==> src/rtl/mips_pkg.sv <==
// Shared MIPS decode constants and the fetch-stage state encoding.
// Imported by the fetch stage and the control-unit decoder.
package mips_pkg;

    localparam logic [5:0] OP_RTYPE = 6'd0;
    localparam logic [5:0] OP_J     = 6'd2;
    localparam logic [5:0] OP_JAL   = 6'd3;
    localparam logic [5:0] OP_BEQ   = 6'd4;
    localparam logic [5:0] OP_BNE   = 6'd5;

    localparam logic [5:0] FUNCT_JR = 6'd8;

    typedef enum logic [1:0] {
        ST_IDLE  = 2'd0,
        ST_FETCH = 2'd1,
        ST_HOLD  = 2'd2,
        ST_FAULT = 2'd3
    } fetch_state_e;

    // Branch displacement: word offset sign-extended and converted to bytes.
    function automatic logic [31:0] branch_offset(input logic [15:0] imm);
        return {{14{imm[15]}}, imm, 2'b00};
    endfunction

    function automatic logic [31:0] jump_target(input logic [31:0] pc4,
                                                input logic [25:0] index);
        return {pc4[31:28], index, 2'b00};
    endfunction

endpackage

==> src/rtl/instr_fetch_next_pc.sv <==
// Combinational next-PC selector for the fetch stage: sequential, taken
// beq/bne, j/jal and jr, with a misaligned flag for a bad jr target.
module next_pc
    import mips_pkg::*;
(
    input  logic [31:0] pc,
    input  logic [31:0] instr,
    input  logic        branch_taken,
    input  logic [31:0] jr_target,
    output logic [31:0] target,
    output logic        misaligned
);

    logic [31:0] pc4;
    logic [5:0]  op;
    logic [5:0]  fn;
    logic        is_branch;
    logic        is_jump;
    logic        is_jr;

    assign pc4       = pc + 32'd4;
    assign op        = instr[31:26];
    assign fn        = instr[5:0];
    assign is_branch = (op == OP_BEQ) || (op == OP_BNE);
    assign is_jump   = (op == OP_J) || (op == OP_JAL);
    assign is_jr     = (op == OP_RTYPE) && (fn == FUNCT_JR);

    // Priority order matters: a taken branch wins, then jumps, then jr.
    always_comb begin
        target     = pc4;
        misaligned = 1'b0;
        if (is_branch && branch_taken) begin
            target = pc4 + branch_offset(instr[15:0]);
        end else if (is_jump) begin
            target = jump_target(pc4, instr[25:0]);
        end else if (is_jr) begin
            target     = jr_target;
            misaligned = |jr_target[1:0];
        end
    end

endmodule

==> src/rtl/instr_fetch.sv <==
// Instruction fetch stage: holds the PC, fetches one word per req/ready
// handshake and presents it to the decoder until the datapath advances.
module instr_fetch
    import mips_pkg::*;
#(
    parameter logic [31:0] RESET_PC = 32'h0000_0000
) (
    input  logic        clk,
    input  logic        rst_n,
    output logic        imemReq,
    output logic [31:0] imemAddr,
    input  logic        imemReady,
    input  logic [31:0] imemData,
    output logic [31:0] instr,
    output logic [5:0]  opcode,
    output logic [5:0]  funct,
    output logic [31:0] pc,
    output logic        instrValid,
    input  logic        advance,
    input  logic        branchTaken,
    input  logic [31:0] jrTarget,
    output logic        fault
);

    localparam logic [31:0] RESET_PC_W = {RESET_PC[31:2], 2'b00};

    fetch_state_e state_q, state_d;
    logic [31:0]  pc_q, pc_d;
    logic [31:0]  instr_q, instr_d;

    logic [31:0]  target;
    logic         misaligned;

    next_pc u_next_pc (
        .pc           (pc_q),
        .instr        (instr_q),
        .branch_taken (branchTaken),
        .jr_target    (jrTarget),
        .target       (target),
        .misaligned   (misaligned)
    );

    always_ff @(posedge clk or negedge rst_n) begin
        if (!rst_n) begin
            state_q <= ST_IDLE;
            pc_q    <= RESET_PC_W;
            instr_q <= 32'd0;
        end else begin
            state_q <= state_d;
            pc_q    <= pc_d;
            instr_q <= instr_d;
        end
    end

    always_comb begin
        state_d = state_q;
        pc_d    = pc_q;
        instr_d = instr_q;
        case (state_q)
            ST_IDLE: begin
                state_d = ST_FETCH;
            end
            ST_FETCH: begin
                if (imemReady) begin
                    instr_d = imemData;
                    state_d = ST_HOLD;
                end
            end
            ST_HOLD: begin
                // A misaligned jr parks the stage with pc still on the jr.
                if (advance) begin
                    if (misaligned) begin
                        state_d = ST_FAULT;
                    end else begin
                        pc_d    = target;
                        state_d = ST_FETCH;
                    end
                end
            end
            ST_FAULT: begin
                state_d = ST_FAULT;
            end
            default: begin
                state_d = ST_IDLE;
            end
        endcase
    end

    assign imemReq    = (state_q == ST_FETCH);
    assign imemAddr   = {pc_q[31:2], 2'b00};
    assign instrValid = (state_q == ST_HOLD);
    assign fault      = (state_q == ST_FAULT);
    assign instr      = instr_q;
    assign opcode     = instr_q[31:26];
    assign funct      = instr_q[5:0];
    assign pc         = pc_q;

endmodule

==> config.mk <==
export PLATFORM = sky130hd
export DESIGN_NAME = instr_fetch
export DESIGN_NICKNAME = d
export VERILOG_FILES = /design/src/rtl/mips_pkg.sv /design/src/rtl/instr_fetch_next_pc.sv /design/src/rtl/instr_fetch.sv
export SDC_FILE = /design/constraint.sdc
export NUM_CORES = 1
export LEC_CHECK = 0
export ABC_AREA = 1
export ABC_CLOCK_PERIOD_IN_PS = 2900
export CORE_MARGIN = 1.5
export CORE_UTILIZATION = 40
export CTS_CLUSTER_DIAMETER = 80
export DETAILED_ROUTE_END_ITERATION = 7
export GPL_ROUTABILITY_DRIVEN = 0
export PLACE_DENSITY = 0.74
export SLEW_MARGIN = 0
export SYNTH_ARGS = -nofsm -noshare
export SYNTH_HDL_FRONTEND = slang
export SYNTH_SLANG_ARGS = --single-unit
==> constraint.sdc <==
create_clock -name clk -period 2.9 [get_ports clk]
set_input_delay 0.87 -clock clk [delete_from_list [all_inputs] [get_ports clk]]
set_output_delay 0.87 -clock clk [all_outputs]
set_load 0.01 [all_outputs]
; ---- Yosys cells after proc, flatten, opt, wreduce, memory -nomap -nowiden
; Index checks and enable logic that the tools add are counted.
[classes]
n_eq_ne = 10
bitwise_logic = 1
muxes = 10
n_reduce_logical = 10
add_sub_neg = 2
[ops]
columns = operator, count
row1 = 32-bit 2-to-1 mux, 3
row2 = "32-bit by 3-bit adder with 32-bit output, second input constant", 1
row3 = 32-bit adder, 1
row4 = "6-bit by 2-bit == test with 1-bit output, second input constant", 2
row5 = "6-bit by 3-bit == test with 1-bit output, second input constant", 2
row6 = 2-bit case mux with 4 select lines, 1
row7 = "6-bit by 4-bit == test with 1-bit output, second input constant", 1
row8 = 6-bit zero test, 1
row9 = 2-bit 2-to-1 mux, 3
row10 = "2-bit == test, second input constant", 2
row11 = "2-bit by 1-bit != test with 1-bit output, second input constant", 2
row12 = 2-bit AND reduction, 2
row13 = 1-bit 2-to-1 mux, 3
row14 = 3-bit AND reduction, 1
row15 = "2-bit by 1-bit == test with 1-bit output, second input constant", 1
row16 = 1-bit logical AND, 2
row17 = 2-bit zero test, 1
row18 = 1-bit logical OR, 2
row19 = 2-bit OR reduction, 1
row20 = 1-bit NOT, 1
[word_totals]
wordCells = 36
input_bits = 69
register_bits = 66

; ---- Logic depth before layout (Yosys ltp)
; Gate-level depths: netlist (run 1).
[depth]
depth_word = 8
depth_mapped = 23

; ---- Modules after synthesis
; Synthesis (run 1) repeated with hierarchy kept, for this count alone.
[unflattened]
hier_cells = 1194
hier_area_um2 = 7203.2
[by_module_without_submodules]
columns = mod, area_each_um2, instances, cells_per_inst, seq_area_each_um2
row1 = next_pc, 4230.3, 1, 857, 0.0
row2 = instr_fetch, 2972.9, 1, 337, 1651.6

; ---- Worst setup path before layout (run 1)
; OpenSTA, ideal clock, no wires.
[synth_path]
kind = reg-to-reg
from = reg pc_q[3] (netlist: pc[3])
to = reg pc_q[26] (netlist: pc[26])
setup_slack_ns = 0.290
required_ns = 2.783
synth_period_minus_slack_ns = 2.610
setup_time_ns = 0.117
arrival_ns = 2.494
path_stages_with_launch = 20
path_cell_list = dfrtp_1 > ha_1 > nand3_1 > nor2_2 > nand3_1 > nor2_2 > nand3_1 > and2_1 > ha_1 > nand2_1 > nor2_1 > inv_1 > nor2_1 > nand3_1 > nand3_1 > nand2_1 > nand3_1 > nand2_1 > nand2_1 > nand2_1
[synth_via]
elab_chain_cells = 4
[synth_rtl]
columns = element, line_no
row1 = "start, declared", instr_fetch.sv:28  ; logic [31:0] pc_q, pc_d;
row2 = "start signal, assigned", instr_fetch.sv:50  ; pc_q <= pc_d;
row3 = 32-bit by 3-bit adder with 32-bit output (*), instr_fetch_next_pc.sv:21  ; assign pc4 = pc + 32'd4;
row4 = branches (longest 2 deep; another with 32-bit adder), n/a
row5 = 32-bit 2-to-1 mux (*), instr_fetch_next_pc.sv:32  ; if (is_branch && branch_taken) begin
; Mark *: on every way between the ends.
; A chain may end at the register's enable or synchronous reset.

; ---- Final worst setup path (run 1)
[layout_path]
from = reg pc_q[3] (netlist: pc[3])
to = reg pc_q[27] (netlist: pc[27])
; Same word-level chain as after synthesis.

==> out/summary.txt, run 1 <==
Max transition margin: 0.5748
Clock-pin slew on the worst setup and hold paths: 0.06 ns
F_max: 357.9 MHz
Worst-Margin Slew: 0.6371 ns
Number of synthesized flops with an enable pin: 0
Global-route usage over all layers: 0.2724
Total number of vias: 7929
Hold Slack: 0.4892 ns
Drc violations: 0
Register area share after synthesis: 0.2371
Prevailing post-synth register cell: dfrtp_1
Cell Area, Synth: 6967 um2
CP required: 3.17 ns
Drt total wl: 25430 um
CTS buffer count: 9
Final non-filler cell total: 1516
Critical Path AT: 3.07 ns
Final net count: 1393
Ant diodes: 0
Vias in the first global route: 7402
Core ar.: 17180 um2
First-pass GRT wire length: 38320 um
Cell count after synthesis: 1100
Initial DRC Count: 737
CTS tree: built
Starting Density: 0.4056
Synth cell types: 41
Warnings from Yosys: 0
Post-route setup TNS: 0 ns
Wire per inst: 16.78 um
Skew final: 0.01091 ns
Synthesis-stage register bit count: 66
CTS H-tree depth: 3
Clock sink total: 66
FILL cells: 1534
Final hold vios: 0
Syn-to-layout area delta: 44.18%
Die H: 135.0 um
Max-cap viol count: 0
Clock Path Buffers: 2
Total gr overflow: 0
Chip width: 135.0 um
Placed Cells: 1482
Commonest non-fill, non-tap cells in the layout: nand2_1 (355), clkdlybuf4s50_1 (176), inv_1 (143)
Final Cycle Share: 0.9635
Antenna violations before repair: 0
Hold/Removal Path Class: reg -> reg
Ports: 180
P_leak: 5.000 nW
IO buf count: 177
Min cycle time layout: 2.794 ns
Peak supply drop: 0.0005868 V
Syn avg cell area: 6.333 um2
Final Max Slew Viols: 0
Site Rows: 48
Clk Latency, worst-skew pair: 0.35 ns
Share of cells above drive strength 1: 0.2076
Root Driver: clkbuf_16
Area of the die: 18220 um2
RSZ-0062 raised after global routing: true
Startpoint types: register
Pwr/cell area: 1108 nW/um2
Worst setup path class: reg -> reg
Asr flop ratio synth: 1.000
Design Power: 0.01113 W
Post-DP HPWL: 18860 um
Crit Path Max Fanout: 5
Post-route ant nets: 0
Worst setup EP type: register
Pin count of the biggest net entering global routing: 49
First drt pass iteration count: 6
Commonest non-fill, non-tap cell in the layout: nand2_1
Outcome: finished, final reports clean
Finish-stage setup viols: 0
Hold buffers post-CTS: 0
Vias per cell: 5.230
Post-Route Utilization: 0.5848
[synth_stat cells (5+ instances only)]
library cell,n,area (um2)
inv_1,146,548.0
nor2_2,9,56.30
and2_1,10,62.56
nand2_2,8,50.05
o21bai_1,6,45.04
a31oi_1,5,31.28
a21oi_1,47,235.2
o21ai_0,17,85.08
clkbuf_1,6,22.52
ha_1,37,462.9
buf_4,45,337.8
nand2_1,379,1423
dfrtp_1,66,1652
xor2_1,20,175.2
nand4_1,5,31.28
mux2_2,26,292.8
nand3_1,111,555.5
buf_2,13,65.06
nor2_1,95,356.6
[layout make-up]
cell class | count | area (um2) | area share
clock buffer | 10 | 229.0 | 0.02280
clock inverter | 6 | 90.09 | 0.008969
inverter | 148 | 555.5 | 0.05531
multi-input combinational | 822 | 4932 | 0.4910
sequential | 66 | 1667 | 0.1659
tap | 225 | 281.5 | 0.02803
timing repair buffer | 239 | 2290 | 0.2280
[repair_timing]
item	CTS	global route
endpoints found under the setup margin	9	20
gates resized for setup	7	146
setup buffers	1	17
pin swaps	0	36
[where the power goes]
part / internal, W / switching [W]
Sequential: 0.00132 / 0.000600
Clock: 0.000756 / 0.000459
Combinational: 0.00356 / 0.00444
Total: 0.00564 / 0.00550
[logic make-up after synthesis]
logic type	share of synthesized area
XOR/XNOR	0.03718
flip-flops	0.2371
AND/OR/NAND/NOR	0.4010
adder cells (fa/ha/maj)	0.06932
buffers and inverters	0.1424
AO/OA/AOI/OAI	0.07040
multiplexers	0.04203
other	0.0005383
[per-layer routing]
layer	up-vias	GRT usage	share of wire
li1	3792	-	-
met1	3625	0.3533	0.39
met2	436	0.4476	0.47
met3	76	0.04542	0.098
met4	0	0.1177	0.043
met5	-	0	0
[flip-flops by register name (all words and copies together) (netlist names)]
name,cells
pc,32
state_q,2
instr,32
[per-stage QoR]
step	cell area, um2	setup slack (ns)
floorplan	6970	0.2899
global placement	8962	-0.09826
detailed placement	8962	-0.1395
CTS	9319	0.001118
global route	10040	-0.09010
finish	10040	0.1059
[critical path: stages, from the launching register on]
cell and delay, ns:
dfrtp_1 0.41, ha_2 0.21, inv_2 0.04, nor2_4 0.12, nand2_4 0.09, nor2_8 0.17, nand2_2 0.08, xnor2_2 0.16
ha_1 0.34, buf_4 0.14, nand2_4 0.06, nor2_2 0.17, nand2_1 0.09, nor2_1 0.13, nand2_1 0.11, nand3_1 0.11
nand3_1 0.14, a21oi_1 0.15
[path summary, 6_finish.rpt]
| check | slack, ns | end | start | cells after the start |
|---|---|---|---|---|
| setup / recovery | 0.11 | pc[27]$_DFFE_PN0P_ | pc[3]$_DFFE_PN0P_ | 17 |
| hold / removal | 0.49 | pc[0]$_DFFE_PN0P_ | pc[0]$_DFFE_PN0P_ | 2 |
| setup reg to reg | 0.11 | pc[27]$_DFFE_PN0P_ | pc[3]$_DFFE_PN0P_ | 17 |
| hold reg to reg | 0.49 | pc[0]$_DFFE_PN0P_ | pc[0]$_DFFE_PN0P_ | 2 |
| max in group asynchronous | 1.74 | pc[16]$_DFFE_PN0P_ | rst_n | 2 |
| min in group asynchronous | 0.50 | instr[3]$_DFFE_PN0P_ | rst_n | 1 |
Note: power is estimated with default switching activity, not from simulation.
==> inputs of run 2 (changes only) <==
- PLACE_DENSITY: 0.74 -> 0.73
- SYNTH_HIERARCHICAL: default -> 1
==> run 2 against run 1 <==
The run now ends with setup timing left. Routed wire length increased by 18%. Critical path type unchanged. Core utilization increased by 7.2 points. Maximum frequency decreased by 6.3%. Clock-buffer cell count decreased by 1. Critical endpoint is now pc[29]$_DFFE_PN0P_. Highest routed layer unchanged. Die area increased by 3.3%.
==> out/summary.txt, run 2 <==
Register area share after synthesis: 0.2293 (-0.007783)
Critical Path AT: 3.26 ns (+0.19 ns)
Syn-to-layout area delta: 58.75%
Post-Route Utilization: 0.6565 (+0.07175)
Cell Area, Synth: 7203 um2 (+3.4%)
Final Cycle Share: 1.029 (+0.06506)
Hold/Removal Path Class: reg -> reg
CP required: 3.18 ns (about the same)
CTS tree: built
Post-DP HPWL: 20810 um (+10%)
First drt pass iteration count: 5 (-1)
Root Driver: clkbuf_16
CP startpoint: pc[8]$_DFFE_PN0P_
Synth area leaders: nand2_1 (26%), dfrtp_1 (23%), inv_1 (7.9%), nand3_1 (6.9%), ha_1 (6.4%)
FILL cells: 1438 (-6.3%)
Area of the die: 18820 um2 (+3.3%)
Prevailing post-synth register cell: dfrtp_1
Chip width: 137.2 um (+1.6%)
Commonest non-fill, non-tap cell in the layout: nand2_1
Worst path most repeated cell: nand2_1
Final setup margin: -0.08274 ns (-0.1887 ns)
Final net count: 1559 (+12%)
Die H: 137.2 um (+1.6%)
Wire per inst: 17.81 um (+6.2%)
Vias per cell: 5.432 (+3.9%)
Clock-pin slew on the worst setup and hold paths: 0.06 ns (about the same)
Final Max Slew Viols: 0 (unchanged)
Total gr overflow: 0 (unchanged)
Global-route usage over all layers: 0.2915 (+0.01912)
CTS H-tree depth: 3 (unchanged)
Worst Reg2Reg Path Length in Cells: 23 (+6)
Pwr/cell area: 1008 nW/um2 (-9.1%)
Post-route ant nets: 0 (unchanged)
Peak supply drop: 0.0005966 V (+1.7%)
Worst-Margin Slew: 0.8464 ns (+0.2093 ns)
Worst r2r dst: pc[29]$_DFFE_PN0P_
CTS buffer count: 9 (unchanged)
P_leak: 5.867 nW (+17%)
Starting Density: 0.4136 (+0.007983)
Clock sink total: 66 (unchanged)
RSZ-0062 raised after global routing: true
Crit path capture: pc[29]$_DFFE_PN0P_
Worst r2r src: pc[8]$_DFFE_PN0P_
Clk Latency, worst-skew pair: 0.34 ns (about the same)
Design Power: 0.01153 W (+3.5%)
Failing checks: setup timing
Max-cap viol count: 0 (unchanged)
Initial DRC Count: 882 (+20%)
Ant diodes: 0 (unchanged)
Synth cell types: 43 (+4.9%)
Drt total wl: 29940 um (+18%)
Critical-path top delay cell: dfrtp_1
Synthesis-stage register bit count: 66 (unchanged)
First-pass GRT wire length: 41790 um (+9.1%)
Area leader, netlist: nand2_1
Asr flop ratio synth: 1.000 (unchanged)
Outcome: finished with violations
Max transition margin: 0.4344 (-0.1404)
Final non-filler cell total: 1681 (+11%)
Post-synth top cells: nand2_1 (491), inv_1 (152), nand3_1 (100), dfrtp_1 (66), nor2_1 (64)
Yosys top cell area share: 0.2559 (+0.01879)
Hold Path Cell Cnt: 2 (unchanged)
Ports: 180 (unchanged)
Worst setup EP type: register
Min cycle time layout: 2.983 ns (+0.1887 ns)
Clock Path Buffers: 2 (unchanged)
Most frequent cell after synthesis: nand2_1
Finish-stage setup viols: 3 (+3)
Antenna violations before repair: 0 (unchanged)
Syn avg cell area: 6.033 um2 (-4.7%)
Commonest non-fill, non-tap cells in the layout: nand2_1 (413), clkdlybuf4s50_1 (176), inv_1 (133)
F_max: 335.3 MHz (-6.3%)
Worst setup path class: reg -> reg
Total number of vias: 9131 (+15%)
Crit Path Max Fanout: 4 (-1)
Final hold vios: 0 (unchanged)
Drc violations: 0 (unchanged)
Number of synthesized flops with an enable pin: 0 (unchanged)
Core ar.: 17420 um2 (+1.4%)
FF-to-FF setup slack: -0.08 ns (-0.19 ns)
Placed Cells: 1634 (+10%)
Critical-path cell list: inv_2 > buf_4 > nor3_4 > buf_4 > buf_4 > nand4_1 > nand2_1 > nand2_2 > inv_2 > ha_4 > nand2_1 > nand2_1 > inv_1 > o21ai_1 > inv_1 > nand2_1 > a21oi_2 > nand2_1 > nand2_1 > nand3_1 > nand2_1 > nand3_1 > nand2_1
Cell count after synthesis: 1194 (+8.5%)
Share of cells above drive strength 1: 0.3015 (+0.09392)
Site Rows: 48 (unchanged)
Pin count of the biggest net entering global routing: 39 (-20%)
Vias in the first global route: 8073 (+9.1%)
Biggest cell delay along the critical path: 0.41 ns (about the same)
Warnings from Yosys: 6 (+6)
Startpoint types: register
IO buf count: 177 (unchanged)
Skew final: 0.006677 ns (-0.004235 ns)
==> run 2: cell types whose count changed after synthesis, sizes merged, moves of 5 or more <==
cell / delta
a21oi: -5
buf: +7
inv: +14
mux2: -26
nand2: +114
nand3: -7
nand4: +10
nor2: -29
nor3: +10
o21ai: +16
==> run 2: worst min path at each step <==
stage / endpoint / from / slack (ns)
6_report: pc[1]$_DFFE_PN0P_ / pc[1]$_DFFE_PN0P_ / 0.51
5_1_grt: instr[23]$_DFFE_PN0P_ / instr[23]$_DFFE_PN0P_ / 0.53
4_1_cts: instr[22]$_DFFE_PN0P_ / instr[22]$_DFFE_PN0P_ / 0.51
3_5_place_dp: instr[22]$_DFFE_PN0P_ / instr[22]$_DFFE_PN0P_ / 0.49
3_3_place_gp: instr[15]$_DFFE_PN0P_ / instr[15]$_DFFE_PN0P_ / 0.47
2_1_floorplan: pc[0]$_DFFE_PN0P_ / pc[0]$_DFFE_PN0P_ / 0.52
==> run 2: cells by family after synthesis <==
logic type / after synthesis / synth area share
and+or+nand+nor: 733 / 0.4403
buffers and inverters: 233 / 0.1560
AOI/OAI and AO/OA: 102 / 0.08007
DFF: 66 / 0.2293
adders and majority gates: 38 / 0.06705
xor gates and xnor gates: 20 / 0.02536
other: 1 / 0.0005206
muxes: 1 / 0.001390
==> run 2: area by class of cell <==
class | count | area [um2] | share of cell area
multi-input cells | 896 | 5664 | 0.4954
repair buffers | 316 | 2897 | 0.2533
flip-flops and latches | 66 | 1658 | 0.1450
inverters | 163 | 616.8 | 0.05394
well taps | 225 | 281.5 | 0.02462
clock buffers | 9 | 225.2 | 0.01970
clock inverters | 6 | 92.59 | 0.008097
==> run 2: metrics by stage <==
step	setup TNS (ns)	hold WS, ns	setup slack, ns	area [um2]
2_1_floorplan	0	0.5229	0.1936	7207
3_3_place_gp	-1.131	0.4736	-0.2403	9585
3_5_place_dp	-1.666	0.4907	-0.2748	9585
4_1_cts	-0.01070	0.5072	-0.01070	10190
5_1_grt	-2.281	0.5300	-0.2476	11430
6_report	-0.1047	0.5062	-0.08274	11430
==> run 2: worst max-delay path: cells and delay by family (launching register included) <==
family,cells,cell delay (ns)
AND/OR/NAND/NOR,13,1.31
buffers and inverters,7,0.71
flip-flops,1,0.41
AO/OA/AOI/OAI,2,0.27
adder cells (fa/ha/maj),1,0.21
==> run 2: per-layer routing <==
| metal | track usage | part of all wire |
|---|---|---|
| met5 | 0 | 0 |
| met4 | 0.1246 | 0.051 |
| met3 | 0.06365 | 0.11 |
| met2 | 0.4668 | 0.46 |
| met1 | 0.3788 | 0.38 |
==> run 2: repair_timing <==
item                       in CTS  in global routing
resized for setup              40                263
hold buffers                    0                  0
setup endpoints to repair      18                 24
setup buffers                  14                 19
gates cloned                    0                  0
pin swaps                       9                125
==> run 2: power by group <==
group          switching [W]  total, W  internal [W]
clock               0.000452   0.00120      0.000751
sequential          0.000625   0.00193       0.00131
combinational        0.00452   0.00839       0.00387
total                0.00559    0.0115       0.00593
==> inputs of run 3 (changes only) <==
- CELL_PAD_IN_SITES_DETAIL_PLACEMENT: default -> 0
- CELL_PAD_IN_SITES_GLOBAL_PLACEMENT: default -> 1
- CORE_UTILIZATION: 40 -> 35
- HOLD_SLACK_MARGIN: default -> 0.12
- PLACE_DENSITY: 0.73 -> 0.89
==> run 3 against run 2 <==
The run still ends with setup timing left. Sequential cell count unchanged. Routed wire length increased by 0.12%. Maximum frequency increased by 1.2%. Worst hold slack got worse by 0.036 ns. Critical path depth decreased by 2. Die area increased by 14%. Sequential power about the same. Highest routed layer unchanged.
==> out/summary.txt, run 3 (synthesized netlist as in run 2, its figures left out) <==
IO buf count: 177 (unchanged)
Ports: 180 (unchanged)
Syn-to-layout area delta: 57.25%
Final Cycle Share: 1.016 (-0.01243)
CP required: 3.19 ns (about the same)
Clock sink total: 66 (unchanged)
Clock-pin slew on the worst setup and hold paths: 0.07 ns (about the same)
Commonest non-fill, non-tap cells in the layout: nand2_1 (422), clkdlybuf4s50_1 (176), inv_1 (139)
Placed Cells: 1692 (+3.5%)
Total gr overflow: 0 (unchanged)
Ant diodes: 0 (unchanged)
Core ar.: 20230 um2 (+16%)
Peak supply drop: 0.0005560 V (-6.8%)
Biggest cell delay along the critical path: 0.40 ns (about the same)
Hold/Removal Path Class: in -> async
Max transition margin: 0.4021 (-0.03229)
Die H: 146.5 um (+6.8%)
P_leak: 5.869 nW (about the same)
Finish-stage setup viols: 3 (unchanged)
Drt total wl: 29970 um (+0.12%)
Worst r2r src: pc[2]$_DFFE_PN0P_
Worst path most repeated cell: nand2_1
Wire per inst: 17.28 um (-2.9%)
Worst setup EP type: register
Failing checks: setup timing
Critical-path top delay cell: dfrtp_1
Dpl ws: -0.3301 ns (-0.05533 ns)
Worst-Margin Slew: 0.8959 ns (+0.04952 ns)
Placed instance area: 9714 um2 (+1.3%)
Total number of vias: 8716 (-4.5%)
Critical-path cell list: ha_2 > nand3_2 > nor2_4 > nand2_1 > xor2_1 > buf_4 > inv_1 > ha_4 > nand2_1 > nand2_2 > o21bai_2 > inv_1 > buf_4 > nand2_1 > nand2_1 > nand3_1 > nand2_1 > nand3_1 > nand2_2 > nand3_1 > nand2_1
Final hold vios: 0 (unchanged)
Final setup margin: -0.04668 ns (+0.03605 ns)
Post-route setup TNS: -0.08981 ns (+0.01488 ns)
Initial DRC Count: 654 (-26%)
Outcome: finished with violations
Worst Reg2Reg Path Length in Cells: 21 (-8.7%)
Min cycle time layout: 2.947 ns (-0.03605 ns)
Root Driver: clkbuf_16
F_max: 339.4 MHz (+1.2%)
Final net count: 1566 (+0.45%)
Worst r2r dst: pc[21]$_DFFE_PN0P_
Critical Path AT: 3.23 ns (-0.03 ns)
Post-DP HPWL: 22560 um (+8.4%)
Chip width: 146.5 um (+6.8%)
Final instance area: 11330 um2 (-0.94%)
Vias per cell: 5.027 (-7.5%)
Post-route ant nets: 0 (unchanged)
Site Rows: 52 (+8.3%)
Max-cap viol count: 0 (unchanged)
Worst setup path class: reg -> reg
CTS tree: built
First drt pass iteration count: 5 (unchanged)
CTS H-tree depth: 3 (unchanged)
Final non-filler cell total: 1734 (+3.2%)
Clock Path Buffers: 2 (unchanged)
Commonest non-fill, non-tap cell in the layout: nand2_1
Clk Latency, worst-skew pair: 0.35 ns (about the same)
Startpoint types: register
RSZ-0062 raised after global routing: true
CTS buffer count: 9 (unchanged)
Hold buffers post-CTS: 0 (unchanged)
Area of the die: 21450 um2 (+14%)
First-pass GRT wire length: 44930 um (+7.5%)
FF-to-FF setup slack: -0.05 ns (+0.04 ns)
Drc violations: 0 (unchanged)
Share of cells above drive strength 1: 0.2801 (-0.02146)
Starting Density: 0.3560 (-0.05759)
Crit Path Max Fanout: 4 (unchanged)
Pin count of the biggest net entering global routing: 54 (+38%)
Antenna violations before repair: 0 (unchanged)
Skew final: 0.01224 ns (+0.005562 ns)
Vias in the first global route: 8472 (+4.9%)
Final Max Slew Viols: 0 (unchanged)
Pwr/cell area: 993.9 nW/um2 (-1.4%)
Global-route usage over all layers: 0.2695 (-0.02203)
## run 3: cell types whose count changed in the layout (fill, tap and decap cells not counted), moves of 5 or more
cell	previous run	this run
buf_4	123	135
inv_1	133	139
inv_2	28	22
nand2_1	413	422
nand2_2	72	67
nor2_1	33	40
nor2_4	29	18
xor2_1	5	10
## run 3: critical path, delay by kind of cell, from the launching register on
kind / cells / cell delay [ns]
compound gates: 1 / 0.21
xor+xnor: 1 / 0.19
fa+ha+maj: 2 / 0.45
buf+inv: 4 / 0.46
flops: 1 / 0.40
simple gates: 13 / 1.16
## run 3: per-stage QoR
stage	hold WS [ns]	total power [W]	utilization
after floorplan	0.5229	0.005354	-
after global placement	0.4663	0.008321	0.4801
after detailed placement	0.4760	0.008393	0.4801
after CTS	0.4757	0.01015	0.5168
after global routing	0.4840	0.01198	0.5598
final	0.4704	0.01126	0.5598
## run 3: layer usage
| layer | GRT usage | vias to the layer above | part of all wire |
|---|---|---|---|
| met1 | 0.3256 | 4032 | 0.41 |
| met4 | 0.1197 | 0 | 0.045 |
| met5 | 0 | - | 0 |
| met3 | 0.05219 | 68 | 0.079 |
| li1 | - | 4217 | - |
| met2 | 0.4637 | 399 | 0.47 |
## run 3: power breakdown
part / switching [W] / leakage, nW / internal [W] / total [W]
logic: 0.00429 / 4.87 / 0.00379 / 0.00808
registers: 0.000604 / 0.843 / 0.00131 / 0.00191
clock network: 0.000483 / 0.160 / 0.000786 / 0.00127
total: 0.00538 / 5.87 / 0.00588 / 0.0113
## run 3: final cells by class
cell class,instances,area [um2]
Fill cell,1903,8907
Multi-Input combinational cell,896,5468
Timing Repair Buffer,323,2913
Sequential cell,66,1659
Inverter,163,616.8
Tap cell,270,337.8
Clock buffer,10,239.0
Clock inverter,6,93.84
## run 3: how the worst max path moves through the flow
| stage | start | to | slack (ns) | cells after the start |
|---|---|---|---|---|
| 5_1_grt | pc[7]$_DFFE_PN0P_ | pc[29]$_DFFE_PN0P_ | -0.21 | 21 |
| 2_1_floorplan | pc[2]$_DFFE_PN0P_ | pc[21]$_DFFE_PN0P_ | 0.19 | 20 |
| 6_report | pc[2]$_DFFE_PN0P_ | pc[21]$_DFFE_PN0P_ | -0.05 | 21 |
| 3_3_place_gp | pc[13]$_DFFE_PN0P_ | pc[29]$_DFFE_PN0P_ | -0.38 | 18 |
| 3_5_place_dp | pc[13]$_DFFE_PN0P_ | pc[29]$_DFFE_PN0P_ | -0.33 | 18 |
| 4_1_cts | pc[10]$_DFFE_PN0P_ | pc[25]$_DFFE_PN0P_ | -0.0001 | 21 |
## run 3: what timing repair did
item	4_1_cts	5_1_grt
endpoints found under the setup margin	18	24
setup buffers	10	16
pin swaps	23	91
gates resized for setup	74	176
hold endpoints to repair	0	0
